$ cat config.mk
export PLATFORM = sky130hd
export DESIGN_NAME = wash_sequencer
export DESIGN_NICKNAME = d
export VERILOG_FILES = /design/src/rtl/wash_pkg.sv /design/src/rtl/wash_phase_timer.sv /design/src/rtl/wash_sequencer.sv
export SDC_FILE = /design/constraint.sdc
export NUM_CORES = 1
export LEC_CHECK = 0
export CAP_MARGIN = 20
export CORE_AREA = 2 2 80 90
export DETAILED_ROUTE_END_ITERATION = 16
export DIE_AREA = 0 0 82 92
export PLACE_DENSITY = 0.8
export SYNTH_ARGS = -nofsm -noshare
export SYNTH_HDL_FRONTEND = slang
export SYNTH_SLANG_ARGS = --single-unit
$ cat constraint.sdc
create_clock -name cp -period 11.05 [get_ports cp]
set_input_delay 1.6575 -clock cp [delete_from_list [all_inputs] [get_ports cp]]
set_output_delay 1.6575 -clock cp [all_outputs]
set_load 0.02 [all_outputs]
$ cat src/rtl/wash_pkg.sv
// Shared definitions for the washing-machine program controller:
// state encodings, display codes, LED bit positions and phase-mask helpers.
package wash_pkg;

    typedef enum logic [2:0] {
        ST_SHUTDOWN = 3'd0,
        ST_BEGIN    = 3'd1,
        ST_SET      = 3'd2,
        ST_RUN      = 3'd3,
        ST_ERROR    = 3'd4,
        ST_PAUSE    = 3'd5,
        ST_FINISH   = 3'd6
    } state_t;

    localparam logic [5:0] DIG_EMPTY = 6'd55;
    localparam logic [5:0] DIG_FULL  = 6'd56;
    localparam logic [5:0] DIG_PAUSE = 6'd57;

    localparam int LED_SET        = 9;
    localparam int LED_POWER      = 8;
    localparam int LED_WASH_IN    = 7;
    localparam int LED_WASH       = 6;
    localparam int LED_RINSE_OUT  = 5;
    localparam int LED_RINSE_SPIN = 4;
    localparam int LED_RINSE_IN   = 3;
    localparam int LED_RINSE      = 2;
    localparam int LED_DRY_OUT    = 1;
    localparam int LED_DRY_SPIN   = 0;

    localparam logic [2:0] MODE_RESET = 3'd7;

    // Sub-phase bits [7:0] enabled by the 3-bit program mask.
    function automatic logic [7:0] phase_mask(input logic [2:0] mode);
        phase_mask = {{2{mode[2]}}, {4{mode[1]}}, {2{mode[0]}}};
    endfunction

    // Highest enabled sub-phase; sub-phases run from bit 7 down to bit 0.
    function automatic logic [2:0] first_phase(input logic [7:0] mask);
        first_phase = 3'd0;
        for (int j = 0; j < 8; j++) begin
            if (mask[3'(j)]) first_phase = 3'(j);
        end
    endfunction

    // {found, index} of the next enabled sub-phase below cur.
    function automatic logic [3:0] next_phase(input logic [7:0] mask, input logic [2:0] cur);
        next_phase = 4'd0;
        for (int j = 0; j < 8; j++) begin
            if ((3'(j) < cur) && mask[3'(j)]) next_phase = {1'b1, 3'(j)};
        end
    endfunction

endpackage

$ cat src/rtl/wash_phase_timer.sv
// Loadable down-counter advanced by a tick enable, frozen by hold.
// done is a same-cycle pulse on the tick that takes the count from 1 to 0.
module wash_phase_timer #(
    parameter int W = 7
) (
    input  logic         cp,
    input  logic         rst_n,
    input  logic         load,
    input  logic [W-1:0] load_val,
    input  logic         en,
    input  logic         hold,
    output logic         done
);

    logic [W-1:0] count;

    assign done = en && !hold && (count == W'(1));

    always_ff @(posedge cp or negedge rst_n) begin
        if (!rst_n) begin
            count <= '0;
        end else if (load) begin
            count <= load_val;
        end else if (en && !hold && (count != '0)) begin
            count <= count - W'(1);
        end
    end

endmodule

$ cat src/rtl/wash_sequencer.sv
// Washing-machine program controller: machine FSM plus wash/rinse/dry sequencing
// on a 1 Hz tick; all outputs registered from the next-state values.
module wash_sequencer
    import wash_pkg::*;
#(
    parameter int T_IN         = 2,
    parameter int T_WASH       = 6,
    parameter int T_OUT        = 2,
    parameter int T_SPIN       = 2,
    parameter int T_RINSE      = 4,
    parameter int BEGIN_TICKS  = 2,
    parameter int FINISH_TICKS = 3
) (
    input  logic       cp,
    input  logic       rst_n,
    input  logic       tick,
    input  logic       power,
    input  logic       start_pause,
    input  logic       mode_next,
    input  logic       lid_open,
    output logic [2:0] state,
    output logic [9:0] data,
    output logic [5:0] inLeft,
    output logic [5:0] inMiddle,
    output logic [5:0] inRight
);

    localparam logic [6:0] BEGIN_LAST  = 7'(BEGIN_TICKS - 1);
    localparam logic [6:0] FINISH_LAST = 7'(FINISH_TICKS - 1);

    function automatic logic [6:0] phase_len(input logic [2:0] idx);
        case (idx)
            3'd7, 3'd3: phase_len = 7'(T_IN);
            3'd6:       phase_len = 7'(T_WASH);
            3'd5, 3'd1: phase_len = 7'(T_OUT);
            3'd4, 3'd0: phase_len = 7'(T_SPIN);
            default:    phase_len = 7'(T_RINSE);
        endcase
    endfunction

    function automatic logic [6:0] total_len(input logic [2:0] m);
        total_len = '0;
        if (m[2]) total_len = total_len + 7'(T_IN + T_WASH);
        if (m[1]) total_len = total_len + 7'(T_OUT + T_SPIN + T_IN + T_RINSE);
        if (m[0]) total_len = total_len + 7'(T_OUT + T_SPIN);
    endfunction

    state_t     st, st_n;
    logic [2:0] mode, mode_n;
    logic [6:0] rem, rem_n;
    logic [6:0] cnt, cnt_n;
    logic [2:0] ph, ph_n;
    logic [3:0] nxt;

    logic       t_load;
    logic [6:0] t_val;
    logic       t_hold;
    logic       t_done;

    // The sub-phase counter only moves on a tick that the run state actually consumes.
    assign t_hold = (st != ST_RUN) || power || lid_open || start_pause;

    wash_phase_timer #(.W(7)) u_timer (
        .cp       (cp),
        .rst_n    (rst_n),
        .load     (t_load),
        .load_val (t_val),
        .en       (tick),
        .hold     (t_hold),
        .done     (t_done)
    );

    always_comb begin
        st_n   = st;
        mode_n = mode;
        rem_n  = rem;
        cnt_n  = cnt;
        ph_n   = ph;
        nxt    = 4'd0;
        t_load = 1'b0;
        t_val  = '0;
        if (power) begin
            if (st == ST_SHUTDOWN) begin
                st_n  = ST_BEGIN;
                cnt_n = '0;
            end else begin
                st_n   = ST_SHUTDOWN;
                rem_n  = '0;
                cnt_n  = '0;
                ph_n   = '0;
                t_load = 1'b1;
            end
        end else begin
            case (st)
                ST_BEGIN: begin
                    if (tick) begin
                        if (cnt == BEGIN_LAST) begin
                            st_n  = ST_SET;
                            cnt_n = '0;
                        end else begin
                            cnt_n = cnt + 7'd1;
                        end
                    end
                end
                ST_SET: begin
                    if (start_pause) begin
                        st_n   = ST_RUN;
                        rem_n  = total_len(mode);
                        ph_n   = first_phase(phase_mask(mode));
                        t_load = 1'b1;
                        t_val  = phase_len(ph_n);
                    end else if (mode_next) begin
                        mode_n = (mode == 3'd7) ? 3'd1 : mode + 3'd1;
                    end
                end
                ST_RUN: begin
                    if (lid_open) begin
                        st_n = ST_ERROR;
                    end else if (start_pause) begin
                        st_n = ST_PAUSE;
                    end else if (tick) begin
                        rem_n = rem - 7'd1;
                        if (t_done) begin
                            nxt = next_phase(phase_mask(mode), ph);
                            if (nxt[3]) begin
                                ph_n   = nxt[2:0];
                                t_load = 1'b1;
                                t_val  = phase_len(nxt[2:0]);
                            end else begin
                                st_n  = ST_FINISH;
                                cnt_n = '0;
                            end
                        end
                    end
                end
                ST_PAUSE: begin
                    if (lid_open) begin
                        st_n = ST_ERROR;
                    end else if (start_pause) begin
                        st_n = ST_RUN;
                    end
                end
                ST_ERROR: begin
                    if (!lid_open && start_pause) st_n = ST_RUN;
                end
                ST_FINISH: begin
                    if (tick) begin
                        if (cnt == FINISH_LAST) begin
                            st_n  = ST_SET;
                            cnt_n = '0;
                        end else begin
                            cnt_n = cnt + 7'd1;
                        end
                    end
                end
                default: st_n = st;
            endcase
        end
    end

    logic [6:0] disp;
    logic [9:0] led_n;
    logic [5:0] dl_n, dm_n, dr_n;

    always_comb begin
        disp  = (st_n == ST_SET) ? total_len(mode_n) : rem_n;
        led_n = '0;
        led_n[LED_POWER] = (st_n != ST_SHUTDOWN);
        led_n[LED_SET]   = (st_n == ST_SET);
        if (st_n == ST_SET) begin
            led_n[7:0] = phase_mask(mode_n);
        end else if ((st_n == ST_RUN) || (st_n == ST_PAUSE)) begin
            led_n[7:0] = 8'd1 << ph_n;
        end
        case (st_n)
            ST_SHUTDOWN: begin
                dl_n = DIG_EMPTY;
                dm_n = DIG_EMPTY;
                dr_n = DIG_EMPTY;
            end
            ST_BEGIN, ST_FINISH: begin
                dl_n = DIG_FULL;
                dm_n = DIG_FULL;
                dr_n = DIG_FULL;
            end
            default: begin
                dl_n = 6'(disp / 7'd10);
                dm_n = {3'd0, mode_n};
                dr_n = 6'(disp % 7'd10);
            end
        endcase
    end

    always_ff @(posedge cp or negedge rst_n) begin
        if (!rst_n) begin
            st       <= ST_SHUTDOWN;
            mode     <= MODE_RESET;
            rem      <= '0;
            cnt      <= '0;
            ph       <= '0;
            data     <= '0;
            inLeft   <= DIG_EMPTY;
            inMiddle <= DIG_EMPTY;
            inRight  <= DIG_EMPTY;
        end else begin
            st       <= st_n;
            mode     <= mode_n;
            rem      <= rem_n;
            cnt      <= cnt_n;
            ph       <= ph_n;
            data     <= led_n;
            inLeft   <= dl_n;
            inMiddle <= dm_n;
            inRight  <= dr_n;
        end
    end

    assign state = st;

endmodule

; Word level (Yosys, flattened, before mapping)
; Cells that the tools add are included.
[word_totals]
register_bits = 58
wordCells = 187
[op_classes]
addsub = 8
n_reduce_logical = 26
n_div = 2
n_lt_le_gt_ge = 4
n_eq_ne = 35
muxes = 101
n_shift = 1
[ops]
columns = cell, n
row1 = 2-to-1 mux 7 bit, 29
row2 = 2-to-1 mux 3 bit, 37
row3 = 2-to-1 mux 4 bit, 12
row4 = "equality test 3 bit, second input constant", 14
row5 = case mux 6 bit (2 select lines), 3
row6 = case mux 3 bit (2 select lines), 4
row7 = "!= test 3 bit, second input constant", 7
row8 = case mux 7 bit (3 select lines), 1
row9 = "equality test 3 x 2 -> 1 bit, second input constant", 6
row10 = case mux 3 bit (6 select lines), 1
row11 = 2-to-1 mux 8 bit, 2
row12 = "adder 7 x 3 -> 7 bit, second input constant", 2
row13 = "adder 7 x 4 -> 7 bit, second input constant", 2
row14 = "equality test 7 x 1 -> 1 bit, second input constant", 2
row15 = case mux 7 bit (2 select lines), 1
row16 = "subtractor 7 x 1 -> 7 bit, second input constant", 2
row17 = "equality test 3 x 1 -> 1 bit, second input constant", 4
row18 = zero test 3 bit, 4
row19 = OR reduction 6 bit, 2
row20 = 2-to-1 mux 1 bit, 10
row21 = logical AND 1 bit, 8
row22 = AND reduction 8 bit, 1
row23 = "left shift 1 x 3 -> 8 bit, first input constant", 1
row24 = "adder 7 x 1 -> 7 bit, second input constant", 1
row25 = other kinds (15), 21

; Logic depth before layout (Yosys ltp)
[logic_depth]
ltp_word = 24
ltp_mapped = 23
ltp_nobuf = 23

; Cells and area by module
; Synthesis repeated with hierarchy kept, for this count alone.
[hier_totals]
cells_unflattened = 442
area_unflattened_um2 = 3891.2
[modules_own_cells]
columns = mod, area_each_um2, cells_each, instances
row1 = wash_sequencer, 3373.2, 382, 1
row2 = wash_phase_timer, 518.0, 60, 1

; Worst setup path after synthesis
; No wires, ideal clock.
[synth_timing]
path_type = input -> register
from = input port power
to = register inRight[5]
arrival_time_ns = 5.708
path_stages = 22
path_buffers = 2
t_required_ns = 10.975
setup_slack_ns = 5.267
setup_ns = 0.075
path_cell_list = clkbuf_1 buf_2 o22ai_2 a211oi_1 inv_2 a21o_1 and3_1 o31ai_4 inv_1 ha_1 nand4b_1 nor2_1 o31ai_1 o2111ai_2 a21oi_1 nor2b_1 ha_1 o31ai_1 nand2_1 o2111a_1 a2111o_1 o211ai_2
[synth_between]
elab_cells_between_ends = 27
[synth_lines]
columns = item, line
row1 = "start, declared", wash_sequencer.sv:17  ; input logic power,
row2 = 2-to-1 mux 7 bit, wash_sequencer.sv:82  ; if (power) begin
row3 = net rem_n[5], wash_sequencer.sv:50  ; logic [6:0] rem, rem_n;
row4 = 2-to-1 mux 7 bit, wash_sequencer.sv:166  ; disp = (st_n == ST_SET) ? total_len(mode_n) : rem_n;
row5 = modulo 7 x 4 -> 7 bit, wash_sequencer.sv:189  ; dr_n = 6'(disp % 7'd10);
row6 = case mux 6 bit (2 select lines), wash_sequencer.sv:175  ; case (st_n)
row7 = net dr_n[5], wash_sequencer.sv:163  ; logic [5:0] dl_n, dm_n, dr_n;
row8 = "end signal, assigned", wash_sequencer.sv:214  ; inRight <= dr_n;
row9 = "end, declared", wash_sequencer.sv:25  ; output logic [5:0] inRight
; The timed path passes the listed nets, and every way through them passes these cells.
; A chain may end at the register's enable or synchronous reset.

; Worst setup path in the final report
; Ends and elaborated chain as after synthesis.

==> flow_metrics.py <==
metrics = {
    "critical_path": {
        "cpPeakStageDelay_ns": 0.87,
        "cp_top_family": "compound AO/OA/AOI/OAI gates",
        "cp_cell_sequence": "clkdlybuf4s50_1 > o21a_1 > o22ai_2 > a211oi_1 > inv_2 > a21o_1 > and3_1 > o31ai_4 > inv_1 > ha_1 > nand4b_1 > nor2_1 > o31ai_1 > o2111ai_2 > a21oi_1 > nor2b_1 > ha_1 > o31ai_1 > nand2_1 > o2111a_1 > a2111o_1 > o211ai_2",
        "crit_arrival_ns": 7.10,
        "worstPathRequired_ns": 11.32,
        "endpoint_kind": "flop",
        "worst-path-buf-inv": 3,
        "cp_max_fo": 18,
        "slowest_stage": "clkdlybuf4s50_1",
        "critPathLaunchType": "primary input",
        "critPathKind": "in2reg",
    },
    "clock_tree": {
        "cts_root_buf": "clkbuf_8",
        "cts-buffers-inserted": 5,
        "clkLatencyLatePin_ns": 0.33,
        "path_clk_slew_ns": 0.11,
        "ctsHoldBuffers": 0,
        "cts_resized": 0,
        "cts_max_level": 2,
        "numClockSinks": 55,
        "cts_buffer_depth": 2,
        "cts_setup_buffers": 0,
        "cts_tree": "yes",
    },
    "synth": {
        "synth-async-reset-ratio_pct": 100,
        "syn-instance-count": 420,
        "synth_seq_cells": 55,
        "synth_edf_count": 0,
        "yosysUniqueCellTypes": 86,
        "netlist_area_mm2": 0.00381,
        "synth_top_flop_cell": "dfrtp_1",
        "synth_nets": 443,
        "synth_area_per_cell_um2": 9.07,
        "seq_area_frac_synth_pct": 36.6,
        "yosysWarnings": 0,
    },
    "global_route": {
        "grt.overflow.total": 0,
        "grt_first_pass_wirelength_um": 15100,
        "grt_usage_pct": 25.6,
        "grt_antenna_before_repair": 0,
        "grt_max_degree": 56,
        "grt_pass1_vias": 3153,
    },
    "timing": {
        "hold_viol": 0,
        "drv_slew": 0,
        "finalSetupViolations": 0,
        "fin_crit_ns": 6.84,
        "slew_headroom_pct": 46.6,
        "fin_skew_ns": 0.00883,
        "finalCritPeriodShare_pct": 61.9,
        "grt_setup_unrepaired": "no",
        "final.setup.tns_ns": 0,
        "worst_pin_slew_ns": 0.791,
        "fmax_mhz": 146,
    },
    "die": {
        "initial_utilization_pct": 56.6,
        "core-area_mm2": 0.00673,
        "die_h_um": 92,
        "die_area_mm2": 0.00754,
        "die_x_um": 82,
        "ios": 38,
        "rows": 32,
    },
    "cells_and_area": {
        "post-route-util_pct": 63.6,
        "antenna_cells": 0,
        "finalNetCount": 470,
        "synthToLayoutAreaGrowth_pct": 12.4,
        "layout_common_cells": "42 x nand2_1, 40 x dfrtp_1, 36 x clkdlybuf4s50_1, 31 x o21ai_0, 27 x nor2_1",
        "final_layout_size_suffix_gt1_share_pct": 12.7,
        "nFillCells": 573,
        "final_common_cell": "nand2_1",
    },
    "detailed_routing": {
        "ant_nets": 0,
        "vias_per_cell": 6.30,
        "totalWireLength_um": 9150,
        "vias": 3360,
        "avgRoutedWirePerCell_um": 17.2,
        "drt_iter0_markers": 373,
        "drc_errors": 0,
        "firstDrtPassIters": 7,
    },
    "power_and_ir_drop": {
        "leakage_nw": 1.81,
        "ir_drop_v": 0.000193,
        "power_density_mw_per_mm2": 281,
        "power_mw": 1.20,
    },
    "hold_path": {
        "hold_path_class": "reg2reg",
    },
    "placed_design": {
        "gp_congestion": 0.920,
        "dp_hpwl_um": 6640,
        "port_buffers": 37,
    },
    "run_status": {
        "status": "finished, final reports clean",
    },
    "run": {
        "maxCapViolations": 0,
    },
}
==> metal layers <==
layer | track usage, % | wire length, um
met1 | 33.8 | 3960
met2 | 41.7 | 4560
met3 | 4.13 | 436
met4 | 9.58 | 201
met5 | 0 | 0
==> flip-flops by register name, summed over array words and instances (netlist names) <==
name	cells
cnt	7
ph	3
u_timer.count	7
mode	3
rem	7
inLeft	4
inRight	6
state	3
inMiddle	5
data	10
==> final cells by class <==
| type | count | area, um^2 | area share [%] |
|---|---|---|---|
| multi-input combinational | 317 | 2190 | 51.2 |
| sequential | 55 | 1400 | 32.6 |
| timing repair buffer | 39 | 380 | 8.89 |
| inverter | 29 | 109 | 2.54 |
| tap | 85 | 106 | 2.49 |
| clock buffer | 5 | 68.8 | 1.61 |
| clock inverter | 3 | 27.5 | 0.643 |
==> cell usage after synthesis (all sizes together), types with 3 or more instances <==
| cell | instances | area share (%) |
|---|---|---|
| nor3 | 11 | 1.6 |
| o21bai | 3 | 0.59 |
| nand3 | 11 | 1.8 |
| and2 | 5 | 0.82 |
| o22ai | 9 | 1.6 |
| or3 | 3 | 0.49 |
| o211ai | 4 | 0.92 |
| nor2b | 8 | 1.3 |
| clkbuf | 5 | 0.49 |
| nand2b | 4 | 0.66 |
| a221oi | 4 | 1.4 |
| a31oi | 5 | 0.82 |
| nor3b | 3 | 0.59 |
| mux2 | 4 | 1.2 |
| ha | 16 | 5.3 |
| o21ai | 32 | 4.2 |
| nand4 | 6 | 0.99 |
| a21o | 5 | 0.99 |
| buf | 14 | 2.5 |
| or2 | 4 | 0.66 |
| and3 | 8 | 1.3 |
| a21oi | 17 | 2.2 |
| xor2 | 6 | 1.4 |
| nand2 | 42 | 4.1 |
| o31ai | 5 | 1.3 |
| nand3b | 4 | 0.79 |
| o221a | 3 | 0.89 |
| nor4 | 6 | 1.3 |
| inv | 29 | 2.9 |
| a211oi | 4 | 0.79 |
| dfrtp | 40 | 26 |
| xnor2 | 3 | 0.69 |
| nor2 | 27 | 2.7 |
| or3b | 4 | 0.92 |
| dfstp | 15 | 10 |
| mux2i | 7 | 2.2 |
==> kinds of logic (layout without fill, tap and decap cells) <==
logic type	count (synthesis)	in the layout	share of synthesized area, %
and+or+nand+nor	158	158	23.2
AOI/OAI and AO/OA	123	123	23.7
DFF	55	55	36.6
buffers and inverters	48	76	5.81
adders and majority gates	16	16	5.26
muxes	11	11	3.35
xor gates and xnor gates	9	9	2.07
==> power breakdown <==
part / switching, mW / internal, mW
Combinational: 0.425 / 0.310
Clock: 0.0756 / 0.0472
Sequential: 0.0672 / 0.279
Total: 0.568 / 0.636
==> path summary, 6_finish.rpt <==
check | from | to | slack (ns) | cells after the start
max | power | inRight[5] | 4.21 | 22
min | cnt[6] | cnt[6] | 0.51 | 1
max reg2reg | state[0] | inRight[5] | 5.53 | 21
min reg2reg | cnt[6] | cnt[6] | 0.51 | 1
max in group asynchronous | rst_n | cnt[1] | 9.14 | 2
min in group asynchronous | rst_n | u_timer.count[0] | 1.43 | 2
==> stage by stage <==
stage / instance area, um^2 / instances / hold slack [ns] / worst slack [ns]
after floorplan: 3810 / 420 / 0.458 / 5.27
after global placement: 4180 / 524 / 0.490 / 4.07
after detailed placement: 4180 / 524 / 0.490 / 3.91
after CTS: 4270 / 532 / 0.509 / 4.24
after global routing: 4280 / 533 / 0.523 / 3.69
final: 4280 / 533 / 0.509 / 4.21
(Power assumes the default switching activity.)
